`config.mk`:
```
export PLATFORM = sky130hd
export DESIGN_NAME = icache_line_ctrl
export DESIGN_NICKNAME = d
export VERILOG_FILES = /design/src/rtl/icache_pkg.sv /design/src/rtl/icache_line_ctrl_dpram.sv /design/src/rtl/icache_line_ctrl.sv
export SDC_FILE = /design/constraint.sdc
export NUM_CORES = 1
export LEC_CHECK = 0
export ABC_AREA = 1
export CAP_MARGIN = 20
export CORE_AREA = 2 2 281 422
export DETAILED_ROUTE_END_ITERATION = 16
export DIE_AREA = 0 0 283 424
export DONT_BUFFER_PORTS = 1
export SLEW_MARGIN = 10
export SYNTH_ARGS = -nofsm -noshare
export SYNTH_HDL_FRONTEND = slang
export SYNTH_SLANG_ARGS = --single-unit
```
`constraint.sdc`:
```
create_clock -name clk -period 6.05 [get_ports clk]
set_clock_uncertainty 0.1 [all_clocks]
set_input_delay 0.3025 -clock clk [delete_from_list [all_inputs] [get_ports clk]]
set_output_delay 0.3025 -clock clk [all_outputs]
set_load 0.01 [all_outputs]
```
`src/rtl/icache_pkg.sv`:
```
// -----------------------------------------------------------------------------
// icache_pkg
// Shared constants for the single-line instruction cache controller:
//   - address split (tag = addr[31:7], word offset = addr[6:2])
//   - line geometry (32 words of 32 bits, matching dpram_32x32)
//   - FSM state encoding (3-bit localparams)
// -----------------------------------------------------------------------------
package icache_pkg;

    localparam int ADDR_W     = 32;
    localparam int DATA_W     = 32;
    localparam int LINE_WORDS = 32;
    localparam int TAG_LSB    = 7;
    localparam int OFS_LSB    = 2;
    localparam int OFS_W      = 5;
    localparam int TAG_W      = ADDR_W - TAG_LSB;

    // Value of the beat counter while the final word of the line is written.
    localparam logic [OFS_W-1:0] LAST_WORD = OFS_W'(LINE_WORDS - 1);

    localparam logic [2:0] ST_IDLE    = 3'd0;
    localparam logic [2:0] ST_HIT_RD  = 3'd1;
    localparam logic [2:0] ST_REQ     = 3'd2;
    localparam logic [2:0] ST_FILL    = 3'd3;
    localparam logic [2:0] ST_MISS_RD = 3'd4;

endpackage

```
`src/rtl/icache_line_ctrl_dpram.sv`:
```
// -----------------------------------------------------------------------------
// dpram_32x32
// 32-word x 32-bit simple dual-port RAM holding the single cache line.
// One write port and one registered read port sharing clk. A read is only
// performed in cycles without a write; o_dataout holds its last value when
// a write occurs.
// Ports:
//   clk        system clock
//   i_we       write enable
//   i_waddr    write word address
//   i_datain   write data
//   i_raddr    read word address (sampled when i_we=0)
//   o_dataout  registered read data, valid the cycle after the read
// -----------------------------------------------------------------------------
module dpram_32x32
    import icache_pkg::*;
(
    input  logic              clk,
    input  logic              i_we,
    input  logic [OFS_W-1:0]  i_waddr,
    input  logic [DATA_W-1:0] i_datain,
    input  logic [OFS_W-1:0]  i_raddr,
    output logic [DATA_W-1:0] o_dataout
);

    logic [DATA_W-1:0] r_mem [LINE_WORDS];

    // NOTE: the array and read register have no reset; contents are
    // meaningless until the controller marks the line valid, and a reset
    // term would stop the array from mapping onto block RAM.
    always_ff @(posedge clk) begin
        if (i_we) begin
            r_mem[i_waddr] <= i_datain;
        end else begin
            o_dataout <= r_mem[i_raddr];
        end
    end

endmodule

```
`src/rtl/icache_line_ctrl.sv`:
```
// -----------------------------------------------------------------------------
// icache_line_ctrl
// Single-line instruction cache controller. Serves fetches that hit the
// cached 128-byte line with one cycle of latency; otherwise issues a 32-beat
// burst read, writes every beat into dpram_32x32 and then returns the
// requested word.
// Ports:
//   clk, reset_n          clock, synchronous active-low reset
//   cpu_addr/cpu_rdreq    fetch byte address and request (taken when cpu_ready)
//   cpu_ready             controller is idle and accepts a request
//   cpu_rddata/rdvalid    fetched word and its one-cycle strobe
//   invalidate            drop the cached line
//   mem_addr/mem_rdreq    burst base address and request (held until mem_ack)
//   mem_ack               burst accepted
//   mem_rddata/rdvalid    burst beats, word 0 first, arbitrary gaps
// -----------------------------------------------------------------------------
module icache_line_ctrl
    import icache_pkg::*;
(
    input  logic              clk,
    input  logic              reset_n,
    input  logic [ADDR_W-1:0] cpu_addr,
    input  logic              cpu_rdreq,
    output logic              cpu_ready,
    output logic [DATA_W-1:0] cpu_rddata,
    output logic              cpu_rdvalid,
    input  logic              invalidate,
    output logic [ADDR_W-1:0] mem_addr,
    output logic              mem_rdreq,
    input  logic              mem_ack,
    input  logic [DATA_W-1:0] mem_rddata,
    input  logic              mem_rdvalid
);

    logic [2:0]        r_state;
    logic              r_valid;
    logic [TAG_W-1:0]  r_tag;
    logic [TAG_W-1:0]  r_req_tag;
    logic [OFS_W-1:0]  r_offset;
    logic [OFS_W-1:0]  r_cnt;
    logic              r_inv_pend;

    logic [TAG_W-1:0]  w_cpu_tag;
    logic [OFS_W-1:0]  w_cpu_ofs;
    logic              w_hit;
    logic              w_beat;
    logic [OFS_W-1:0]  w_raddr;
    logic [DATA_W-1:0] w_ram_q;
    logic              w_unused;

    assign w_cpu_tag = cpu_addr[ADDR_W-1:TAG_LSB];
    assign w_cpu_ofs = cpu_addr[TAG_LSB-1:OFS_LSB];
    assign w_unused  = &{1'b0, cpu_addr[OFS_LSB-1:0]};

    // A coincident invalidate wins over the lookup, forcing a miss.
    assign w_hit = r_valid && (r_tag == w_cpu_tag) && !invalidate;

    // Beat 0 may arrive in the same cycle as mem_ack, while still in REQ.
    assign w_beat = mem_rdvalid &&
                    ((r_state == ST_FILL) || ((r_state == ST_REQ) && mem_ack));

    // In IDLE the read address comes straight from the fetch address so the
    // word is ready one cycle later; elsewhere it is the latched offset.
    // NOTE: the default assignment first keeps this block from inferring a latch.
    always_comb begin
        w_raddr = r_offset;
        if (r_state == ST_IDLE) begin
            w_raddr = w_cpu_ofs;
        end
    end

    dpram_32x32 u_ram (
        .clk       (clk),
        .i_we      (w_beat),
        .i_waddr   (r_cnt),
        .i_datain  (mem_rddata),
        .i_raddr   (w_raddr),
        .o_dataout (w_ram_q)
    );

    assign cpu_ready   = (r_state == ST_IDLE);
    assign cpu_rdvalid = (r_state == ST_HIT_RD);
    assign cpu_rddata  = w_ram_q;
    assign mem_rdreq   = (r_state == ST_REQ);
    assign mem_addr    = {r_req_tag, {TAG_LSB{1'b0}}};

    // NOTE: all state updates use non-blocking assignments so every register
    // samples pre-edge values regardless of statement order.
    always_ff @(posedge clk) begin
        if (!reset_n) begin
            r_state    <= ST_IDLE;
            r_valid    <= 1'b0;
            r_tag      <= '0;
            r_req_tag  <= '0;
            r_offset   <= '0;
            r_cnt      <= '0;
            r_inv_pend <= 1'b0;
        end else begin
            case (r_state)
                ST_IDLE: begin
                    if (invalidate) begin
                        r_valid <= 1'b0;
                    end
                    if (cpu_rdreq) begin
                        r_offset  <= w_cpu_ofs;
                        r_req_tag <= w_cpu_tag;
                        if (w_hit) begin
                            r_state <= ST_HIT_RD;
                        end else begin
                            // The RAM is about to be overwritten, so the old
                            // line can no longer be trusted.
                            r_valid <= 1'b0;
                            r_cnt   <= '0;
                            r_state <= ST_REQ;
                        end
                    end
                end

                ST_HIT_RD: begin
                    if (invalidate) begin
                        r_valid <= 1'b0;
                    end
                    r_inv_pend <= 1'b0;
                    r_state    <= ST_IDLE;
                end

                ST_REQ: begin
                    if (invalidate) begin
                        r_inv_pend <= 1'b0 | 1'b1;
                    end
                    if (mem_ack) begin
                        r_cnt   <= w_beat ? OFS_W'(1) : '0;
                        r_state <= ST_FILL;
                    end
                end

                ST_FILL: begin
                    if (invalidate) begin
                        r_inv_pend <= 1'b1;
                    end
                    if (mem_rdvalid) begin
                        // Wraps to 0 after the last word, ready for next fill.
                        r_cnt <= r_cnt + OFS_W'(1);
                        if (r_cnt == LAST_WORD) begin
                            r_tag   <= r_req_tag;
                            r_valid <= !(r_inv_pend || invalidate);
                            r_state <= ST_MISS_RD;
                        end
                    end
                end

                ST_MISS_RD: begin
                    if (invalidate) begin
                        r_inv_pend <= 1'b1;
                        r_valid    <= 1'b0;
                    end
                    r_state <= ST_HIT_RD;
                end

                default: begin
                    r_state <= ST_IDLE;
                end
            endcase
        end
    end

endmodule

```
==> impl_metrics.json <==
{
  "vias": 30318,
  "clock_latency_ns": 0.72,
  "core_area_sq_um": 117000,
  "drive_gt1_share_pct": 6.75,
  "required_ns": 6.38,
  "drc": 0,
  "power_switching_w": 0.00808,
  "grt_pass1_vias": 28962,
  "cts-buffers-inserted": 101,
  "ys_seq_area_share_pct": 71.5,
  "period_share_pct": 65.6,
  "relSlewSlack_pct": -1.55,
  "rows": 154,
  "max_freq_ghz": 0.252,
  "p_int_w": 0.0144,
  "clkPwrFrac_pct": 29.2,
  "max-vdd-ir-drop_v": 0.000627,
  "ctsResizeCount": 0,
  "critPathKind": "register to register",
  "slew_violations": 57,
  "grt_start_max_net_pins": 216,
  "synth-main-ff-cell": "edfxtp_1",
  "start_util_pct": 39.6,
  "netlist.area_leader.share_pct": 68.7,
  "leakage_nw": 19.8,
  "synth_area_leaders": "edfxtp_1, nand2_1, nand3_1",
  "die_area_sq_um": 120000,
  "clk_root_buffer_cell": "clkbuf_16",
  "min_path_type": "input pin to register",
  "pwr-share-seq_pct": 40.3,
  "clk_pin_slew_worst_paths_ns": 0.07,
  "synth_cell_types": 29,
  "h-tree-depth": 3,
  "io_buffer_count": 0,
  "area_growth_pct": 13.7,
  "setup_viol": 0,
  "combPwrFrac_pct": 30.4,
  "critPathLaunchType": "register",
  "avgSynthCellArea_sq_um": 11.0,
  "nNetsFinal": 4286,
  "violations": "slew limit",
  "yosys.area.top_type": "edfxtp_1",
  "sw_frac_of_total_pct": 35.9,
  "synthCells": 4184,
  "cts_sinks": 1121,
  "drtIter0Drc": 2774,
  "worstPathArrival_ns": 4.30,
  "drt_wl_total_mm": 125,
  "synth-seq-cells": 1121,
  "cts_setup_buffers": 0,
  "drv_cap": 0,
  "status": "finished with violations",
  "first_pass_iters": 5,
  "path_max_fanout": 35,
  "hold_buffers": 79,
  "place_inst": 5568,
  "grtUsageTotal_pct": 20.5,
  "grt_pass1_wl_mm": 185,
  "tightest_slew_ns": 1.52,
  "tritoncts": "built",
  "async_reset_ff_share_pct": 0,
  "yosysWarnings": 0,
  "worst_slack_ns": 2.08,
  "die_y_um": 424,
  "ant_nets": 0,
  "hold_viol_final": 0,
  "dp_hpwl_mm": 65.1,
  "netlist_area_sq_um": 46200,
  "cts_max_path_buffers": 3,
  "viasPerCell": 5.17,
  "antenna_found_initial": 6,
  "overflow": 0,
  "rsz0062_at_grt": "no",
  "gp_congestion": 0.770,
  "cp-end-kind": "register",
  "dieWidth_um": 283,
  "setup-tns-final_ns": 0,
  "fin_cells": 5859,
  "period_minus_slack_ns": 3.97,
  "wl_per_cell_um": 21.4,
  "pre_cts_ws_ns": 2.12,
  "postLayoutCoreUtil_pct": 45.0,
  "io_pins": 137,
  "power_density_nw_per_um2": 429,
  "synth-edff-count": 1056
}
synth_stat cells, types with 2 or more instances:
master and n:
nand4_1 6, nand3_1 442, xnor2_1 10, buf_6 13
inv_2 5, nor2_1 67, a21oi_1 60, nand2_2 2
xor2_1 7, o21ai_2 3, dfxtp_1 65, a21o_1 32
o22ai_1 2, buf_2 126, clkbuf_1 72, nand2_1 1876
inv_1 154, ha_1 5, buf_1 21, o211ai_1 97
o21ai_0 45, edfxtp_1 1056, buf_4 12
flip-flops by register name, summed over array words and instances (netlist names):
name / count
r_valid: 1
u_ram.o_dataout: 32
r_tag: 25
r_cnt: 5
r_offset: 5
r_inv_pend: 1
r_req_tag: 25
r_state: 3
u_ram.r_mem: 1024
power by group through the flow:
| stage | clock network (W) | logic (W) | registers [W] |
|---|---|---|---|
| finish | 0.00659 | 0.00685 | 0.00908 |
| global placement | 0 | 0.00657 | 0.00926 |
| CTS | 0.00669 | 0.00683 | 0.00910 |
| detailed placement | 0 | 0.00663 | 0.00926 |
| global route | 0.00697 | 0.00765 | 0.00911 |
| floorplan | 0 | 0.00486 | 0.00913 |
kinds of logic (layout without fill, tap and decap cells):
| family | Yosys count | count (layout) | synth area share, % |
|---|---|---|---|
| other | 1 | 9 | 0.00812 |
| flip-flops | 1121 | 1121 | 71.5 |
| buffers and inverters | 403 | 510 | 3.93 |
| AO/OA/AOI/OAI | 242 | 242 | 3.37 |
| AND/OR/NAND/NOR | 2395 | 2395 | 20.7 |
| XOR/XNOR | 17 | 17 | 0.323 |
| adder cells (fa/ha/maj) | 5 | 5 | 0.136 |
worst paths after layout:
check,start,endpoint,slack (ns),depth (start not counted)
worst max-delay path,r_state[1],u_ram.o_dataout[31],2.08,11
worst min-delay path,mem_rddata[5],u_ram.r_mem[21][5],0.05,1
worst max register to register,r_state[1],u_ram.o_dataout[31],2.08,11
worst min register to register,r_offset[4],r_offset[4],0.36,2
final cells by class:
cell class	count	area, sq um
inverters	159	611
clock buffers	122	2670
well taps	1560	1950
clock inverters	67	721
fillers	10477	64100
diodes	2	5.00
flip-flops and latches	1121	33000
multi-input cells	2666	11700
repair buffers	162	1860
layout by cell type (no fill, tap or decap), types with 5 or more instances in the layout:
cell           count
nor2_1            35
o211ai_1          97
a21o_1            32
ha_1               5
dfxtp_1           65
a21oi_1           60
xor2_1             7
o21ai_0           44
buf_4             49
nor2_4            33
clkinv_1          19
xnor2_1           10
buf_12            22
buf_16             5
clkinv_2          22
nand4_1            6
bufinv_16         12
inv_1            153
dlygate4sd3_1     71
clkbuf_16        104
conb_1             7
edfxtp_1        1056
clkbuf_1          18
o21ai_4            5
nand2_1         1876
buf_8             12
nand3_1          442
clkinvlp_4         7
metrics by stage:
step / cell area, sq um / hold WS (ns) / total power [W]
after global routing: 52500 / 0.0503 / 0.0237
after CTS: 52100 / 0.00983 / 0.0226
final: 52500 / 0.0485 / 0.0225
after detailed placement: 47900 / 0.303 / 0.0159
after global placement: 47800 / 0.303 / 0.0158
after floorplan: 46200 / 0.301 / 0.0140
layer usage:
metal  up-vias  track usage, %  routed length [um]
li1      14220               -                   -
met1     14815            25.6               50400
met2      1048            35.8               62500
met3       231            3.23                7920
met4         4            7.83                4360
met5         -               0                  30
critical path, stage by stage (launching register included):
cell,delay (ns)
dfxtp_1,0.51
inv_2,0.09
nand2_2,0.32
nand2_1,0.15
o21ai_4,0.08
buf_4,0.46
clkinv_2,0.79
buf_4,0.63
nand3_1,0.18
nand2_1,0.06
nand2_1,0.10
nand2_1,0.18
No activity file was read; power rests on OpenSTA's default activity.
